$ cat config.mk
export PLATFORM = sky130hd
export DESIGN_NAME = hilo_unit
export DESIGN_NICKNAME = d
export VERILOG_FILES = /design/src/rtl/hilo_pkg.sv /design/src/rtl/hilo_busy_ctr.sv /design/src/rtl/hilo_unit.sv
export SDC_FILE = /design/constraint.sdc
export NUM_CORES = 1
export LEC_CHECK = 0
export ABC_AREA = 1
export BUFFER_PORTS_ARGS = -buffer_cell sky130_fd_sc_hd__clkbuf_2
export CORE_MARGIN = 8
export CORE_UTILIZATION = 32
export CTS_BUF_LIST = sky130_fd_sc_hd__clkbuf_8
export CTS_CLUSTER_DIAMETER = 60
export DETAILED_ROUTE_END_ITERATION = 10
export GPL_ROUTABILITY_DRIVEN = 0
export GPL_TIMING_DRIVEN = 0
export PLACE_DENSITY = 0.63
export SYNTH_ARGS = -nofsm -noshare
export SYNTH_HDL_FRONTEND = slang
export SYNTH_SLANG_ARGS = --single-unit
$ cat constraint.sdc
create_clock -name Clk -period 2.4 [get_ports Clk]
set_input_delay 0.36 -clock Clk [delete_from_list [all_inputs] [get_ports Clk]]
set_output_delay 0.36 -clock Clk [all_outputs]
set_load 0.005 [all_outputs]
$ cat src/rtl/hilo_pkg.sv
// hilo_pkg: opcode constants and decode helpers shared by hilo_unit and the ALU decoder.
// Latency: n/a (declarations only).
// Backpressure: n/a.
package hilo_pkg;

  typedef logic [5:0] alu_op_t;

  // HI/LO-related ALU opcodes; the ALU decoder uses the same encodings
  localparam alu_op_t OP_MULTU = 6'd19;
  localparam alu_op_t OP_MADD  = 6'd20;
  localparam alu_op_t OP_MSUB  = 6'd21;
  localparam alu_op_t OP_MULT  = 6'd22;
  localparam alu_op_t OP_MFLO  = 6'd24;
  localparam alu_op_t OP_MTHI  = 6'd25;
  localparam alu_op_t OP_MTLO  = 6'd26;
  localparam alu_op_t OP_MFHI  = 6'd27;

  // Bounds of the multiply latency; the down-counter is 4 bits wide
  localparam int MUL_LAT_MIN = 1;
  localparam int MUL_LAT_MAX = 15;
  localparam int CNT_W       = 4;

  // Multiply-class ops: write pend and start the latency counter
  function automatic logic is_mul_op(input alu_op_t op);
    return (op == OP_MULTU) || (op == OP_MADD) ||
           (op == OP_MSUB)  || (op == OP_MULT);
  endfunction

  // Move-to ops: write one half of HI/LO directly
  function automatic logic is_mt_op(input alu_op_t op);
    return (op == OP_MTHI) || (op == OP_MTLO);
  endfunction

  // Move-from ops: only read HI/LO
  function automatic logic is_mf_op(input alu_op_t op);
    return (op == OP_MFHI) || (op == OP_MFLO);
  endfunction

  // Any op that observes or overwrites HI/LO
  function automatic logic is_hilo_op(input alu_op_t op);
    return is_mul_op(op) || is_mt_op(op) || is_mf_op(op);
  endfunction

  // Legal range for the MUL_LATENCY parameter
  function automatic logic mul_lat_ok(input int lat);
    return (lat >= MUL_LAT_MIN) && (lat <= MUL_LAT_MAX);
  endfunction

endpackage

$ cat src/rtl/hilo_busy_ctr.sv
// hilo_busy_ctr: loadable down-counter tracking the pending multiply result.
// Latency: load takes effect at the loading edge; busy/commit are registered.
// Backpressure: none; the caller gates load with its own stall logic.
module hilo_busy_ctr
  import hilo_pkg::*;
(
  input  logic             clk_i,
  input  logic             rst_ni,
  input  logic             load_i,
  input  logic [CNT_W-1:0] load_val_i,
  output logic [CNT_W-1:0] cnt_o,
  output logic             busy_o,
  output logic             commit_o
);

  logic [CNT_W-1:0] cnt_q, cnt_d;
  logic             busy_q, busy_d;
  logic             commit_q, commit_d;

  // Next count: a load wins over the decrement; it lands after a commit on the same edge
  always_comb begin
    cnt_d = cnt_q;
    if (load_i) begin
      cnt_d = load_val_i;
    end else if (cnt_q != '0) begin
      cnt_d = cnt_q - 1'b1;
    end
    busy_d   = (cnt_d != '0);
    commit_d = (cnt_d == CNT_W'(1));
  end

  // Count plus pre-decoded status flags so busy/commit come straight from flops
  always_ff @(posedge clk_i or negedge rst_ni) begin
    if (!rst_ni) begin
      cnt_q    <= '0;
      busy_q   <= 1'b0;
      commit_q <= 1'b0;
    end else begin
      cnt_q    <= cnt_d;
      busy_q   <= busy_d;
      commit_q <= commit_d;
    end
  end

  assign cnt_o    = cnt_q;
  assign busy_o   = busy_q;
  assign commit_o = commit_q;

endmodule

$ cat src/rtl/hilo_unit.sv
// hilo_unit: architectural HI/LO registers fed by the ALU secondary result; optional HILO_FORWARD_EN bypass.
// Latency: MT writes at the issue edge; multiply-class results commit MUL_LATENCY edges after issue.
// Backpressure: combinational Stall holds EX while a HI/LO op would see an uncommitted multiply.
module hilo_unit
  import hilo_pkg::*;
#(
  parameter int MUL_LATENCY = 4
) (
  input  logic        Clk,
  input  logic        Rst_n,
  input  logic [5:0]  ALUInstruction,
  input  logic        Valid,
  input  logic        Flush,
  input  logic [63:0] ALUResult2,
  output logic [31:0] ALUhi,
  output logic [31:0] ALUlo,
  output logic        Stall,
  output logic        Busy
);

  // Reject out-of-range latencies at elaboration
  if (!mul_lat_ok(MUL_LATENCY)) begin : g_bad_latency
    $error("hilo_unit: MUL_LATENCY must be within 1..15");
  end

  localparam logic [CNT_W-1:0] LAT_VAL = CNT_W'(MUL_LATENCY);

  logic             op_mul, op_mt, op_hilo, op_mthi;
  logic             live, hazard, issue, issue_mul, issue_mt;
  logic [CNT_W-1:0] cnt;
  logic             busy, commit;

  logic [31:0]      hi_q, hi_d;
  logic [31:0]      lo_q, lo_d;
  logic [63:0]      pend_q, pend_d;

  // Opcode classification of the EX-stage instruction
  always_comb begin
    op_mul  = is_mul_op(ALUInstruction);
    op_mt   = is_mt_op(ALUInstruction);
    op_hilo = is_hilo_op(ALUInstruction);
    op_mthi = (ALUInstruction == OP_MTHI);
  end

`ifdef HILO_FORWARD_EN
  // In the commit cycle the bypass supplies pend, so only earlier cycles are hazardous
  assign hazard = (cnt > CNT_W'(1));
`else
  // Any pending multiply blocks HI/LO access until it has committed
  assign hazard = (cnt != '0);
`endif

  // Stall and issue qualification; hazard comes from flops, so there is no loop through Stall
  always_comb begin
    live      = Valid & ~Flush;
    Stall     = live & op_hilo & hazard;
    issue     = live & ~Stall & (op_mul | op_mt);
    issue_mul = issue & op_mul;
    issue_mt  = issue & op_mt;
  end

  hilo_busy_ctr u_busy_ctr (
    .clk_i      (Clk),
    .rst_ni     (Rst_n),
    .load_i     (issue_mul),
    .load_val_i (LAT_VAL),
    .cnt_o      (cnt),
    .busy_o     (busy),
    .commit_o   (commit)
  );

  // Next HI/LO: commit of the pending multiply first, then an MT overwrites only its half
  always_comb begin
    hi_d   = hi_q;
    lo_d   = lo_q;
    pend_d = pend_q;
    if (commit) begin
      hi_d = pend_q[63:32];
      lo_d = pend_q[31:0];
    end
    if (issue_mt) begin
      if (op_mthi) begin
        hi_d = ALUResult2[63:32];
      end else begin
        lo_d = ALUResult2[31:0];
      end
    end
    if (issue_mul) begin
      pend_d = ALUResult2;
    end
  end

  // Architectural HI/LO and the pending multiply result; reset discards anything in flight
  always_ff @(posedge Clk or negedge Rst_n) begin
    if (!Rst_n) begin
      hi_q   <= '0;
      lo_q   <= '0;
      pend_q <= '0;
    end else begin
      hi_q   <= hi_d;
      lo_q   <= lo_d;
      pend_q <= pend_d;
    end
  end

`ifdef HILO_FORWARD_EN
  // In the commit cycle present the about-to-commit value to the ALU
  always_comb begin
    ALUhi = commit ? pend_q[63:32] : hi_q;
    ALUlo = commit ? pend_q[31:0]  : lo_q;
  end
`else
  // Outputs come straight from the architectural flops
  always_comb begin
    ALUhi = hi_q;
    ALUlo = lo_q;
  end
`endif

  assign Busy = busy;

endmodule

==> results_dict.tcl <==
set metrics [dict create \
    synth_common_cells "324 x nand2_1, 134 x dfrtp_1, 81 x inv_1, 61 x o21ai_0, 55 x o21ai_1" \
    whs_path_depth 3 \
    start_util 0.324 \
    io_buffers 139 \
    min_from "ALUResult2[59]" \
    async_flop_share 1.00 \
    core_area_um2 18600 \
    drive_above_1_share 0.230 \
    critPathMaxStageDelay_ns 0.37 \
    cts-root-buf "clkbuf_8" \
    syn_to_final_growth_pct 24.6 \
    path_class "register to primary output" \
    wl_per_cell_um 14.8 \
    fmax_mhz 466 \
    path_cells "inv_1 > ha_1 > nand2_1 > nor2_2 > nor2_1 > nand2_2 > inv_1 > clkbuf_2" \
    ir_drop_mv 0.365 \
    synth_top_cell_by_area "dfrtp_1" \
    drt-total-wl_um 17000 \
    crit_top_cell "inv_1" \
    worstSkewPairLatency_ns 0.44 \
    leakagePower_uw 0.00418 \
    grt_pass1_vias 5210 \
    placed_area_um2 7040 \
    numCtsBuffers 17 \
    grt_overflow 0 \
    synthAdderAreaFrac 0.00208 \
    min-delay-path-class "input port to register" \
    crit_fanout 4 \
    met2_usage 0.236 \
    tightest_slew_ns 0.699 \
    ys_ff_latch 134 \
    ys_seq_area_frac 0.557 \
    cts_tree "yes" \
    crit_path_end_kind "primary output" \
    reg2reg_slack_ns 0.39 \
    synth_top_family_by_area "simple AND/OR/NAND/NOR gates" \
    crit_path_start "u_busy_ctr.cnt_o[0]$_DFF_PN0_" \
    cts-htree-levels 4 \
    grt_usage 0.148 \
    regArea_um2 3350 \
    synth_cells 743 \
    antenna_found_initial 1 \
    rr_startpoint "u_busy_ctr.cnt_o[0]$_DFF_PN0_" \
    fp.dieW_um 153 \
    hold_viol 0 \
    grt_util_met3 0.0516 \
    yosysMostFrequentCell "nand2_1" \
    vias 5098 \
    cp_slowest_cell "dfrtp_1" \
    nFillCells 1952 \
    boundaryPins 140 \
    synth.avg_cell_area_um2 8.10 \
    rsz0062_at_grt "no" \
    layout_min_cycle_time_ns 2.15 \
    grt_max_degree 84 \
    chipHeight_um 153 \
    fin_util 0.404 \
    synth.area.top_cells "dfrtp_1 56%, nand2_1 20%, o21ai_0 5.1%" \
    row_count 50 \
    synth_area_um2 6020 \
    post_cts_buffers 0 \
    ys.flop_type "dfrtp_1" \
    die_area_um2 23500 \
    cts.sinks 134 \
    vias_per_cell 4.43 \
    drc 0 \
    synth_edf_count 0 \
    synthDistinctLibCells 24 \
    multi_input_area_um2 2140 \
    ff2ff_path_depth 9 \
    dp_hpwl_um 12100 \
    drt_iter0_drc 233 \
    synthXorXnorAreaFrac 0.00145 \
    syn_nets 818 \
    r2r-end "ALUlo[4]$_DFF_PN0_" \
    drtPass1Iterations 5 \
    synth.mux.area_fraction 0.00665 \
    hold_path_end "pend_q[59]$_DFFE_PN0P_" \
    postRouteAntennaNets 0 \
    slew-limit-headroom 0.534 \
    met1_usage 0.189 \
    worst-path-buf-inv 3 \
    clock_path_buffers 2 \
    antenna_cells 0 \
    postLayoutCellArea_um2 7500 \
    skew_ns 0.0103 \
    synth_compound_area_frac 0.115 \
    synth_top_area_share 0.557 \
    layout.nets 978 \
    final-setup-viol-count 0 \
    clk_pin_slew_ns 0.08 \
    cp.arrival_ns 1.79 \
    crit_family "simple AND/OR/NAND/NOR gates" \
    powerDensity_nw_per_um2 760 \
    grt_pass1_wl_um 27700 \
    cap_viol_max_count 0 \
    required_ns 2.04 \
    yosys.area_share.simple 0.230 \
    yosys_warnings 0 \
    cp-start-kind "register" \
    min_period_over_period 0.894 \
    top_usage_layer "met2" \
    status "complete, no violations" \
    drv_slew 0 \
]
## cell families (layout without fill, tap and decap cells)
family / after synthesis / after routing
fa+ha+maj: 1 / 1
flops: 134 / 134
simple gates: 352 / 352
compound gates: 128 / 128
buf+inv: 123 / 296
mux: 4 / 4
xor+xnor: 1 / 1
## state kept, by name (all words and copies together) (netlist names)
register / flops
u_busy_ctr.commit_o: 1
ALUhi: 32
u_busy_ctr.busy_o: 1
ALUlo: 32
u_busy_ctr.cnt_o: 4
pend_q: 64
## per-stage QoR
step	setup WS, ns	instances	hold slack, ns	power [uW]	setup TNS (ns)
after CTS	0.115	1150	0.105	5780	0
after detailed placement	0.290	1117	0.350	3640	0
after floorplan	0.692	743	0.0644	3180	0
final	0.254	1150	0.140	5700	0
after global placement	-1.35	1116	0.465	3620	-179.29
after global routing	0.0541	1150	0.115	6040	0
## worst register-to-register path, stage by stage, from the launching register on
cell      delay, ns
dfrtp_1        0.37
inv_1          0.11
ha_1           0.19
nand2_1        0.09
nor2_2         0.18
nor2_1         0.07
nand2_2        0.17
nand3_4        0.19
clkbuf_1       0.31
o21ai_0        0.25
## layout by cell type, fill, tap and decap left out, types with 3 or more instances in the layout
master	n
inv_1	81
o21ai_1	55
mux2i_1	4
o21ai_0	61
nand3_4	3
nand3_1	3
clkinv_4	3
nand2_1	324
bufinv_16	4
buf_6	8
dfrtp_1	134
o21ai_2	10
buf_2	9
clkbuf_1	22
nand2_2	3
nor2_1	14
clkbuf_8	19
clkbuf_2	138
inv_6	3
## what timing repair did
action	in CTS	in global routing
hold buffers	1	0
hold endpoints to repair	51	0
setup endpoints to repair	0	1
gates resized for setup	0	1
## power by group
group / leakage (uW) / switching, uW / internal (uW)
clock: 0.000220 / 940 / 1170
combinational: 0.00211 / 648 / 374
sequential: 0.00185 / 110 / 2460
total: 0.00418 / 1700 / 4000
## area by class of cell
class,instances,area share
plain buffers,39,0.0290
clock buffers,18,0.0330
clock inverters,14,0.0264
inverters,84,0.0420
multi-input cells,486,0.285
flip-flops and latches,134,0.447
well taps,234,0.0390
repair buffers,141,0.0989
## worst max path at each step
| stage | cells after the start | end | slack, ns |
|---|---|---|---|
| after floorplan | 11 | pend_q[46]$_DFFE_PN0P_ | 0.69 |
| after global placement | 1 | pend_q[54]$_DFFE_PN0P_ | -1.35 |
| after detailed placement | 9 | ALUlo[30]$_DFF_PN0_ | 0.29 |
| after CTS | 8 | Stall | 0.11 |
| after global routing | 8 | Stall | 0.05 |
| final | 8 | Stall | 0.25 |
## layer usage
layer | part of all wire | vias up
met2 | 0.46 | 149
met3 | 0.073 | 11
met4 | 0.0063 | 2
li1 | - | 2599
met1 | 0.46 | 2337
met5 | 0.00077 | -
No activity file was read; power rests on OpenSTA's default activity.
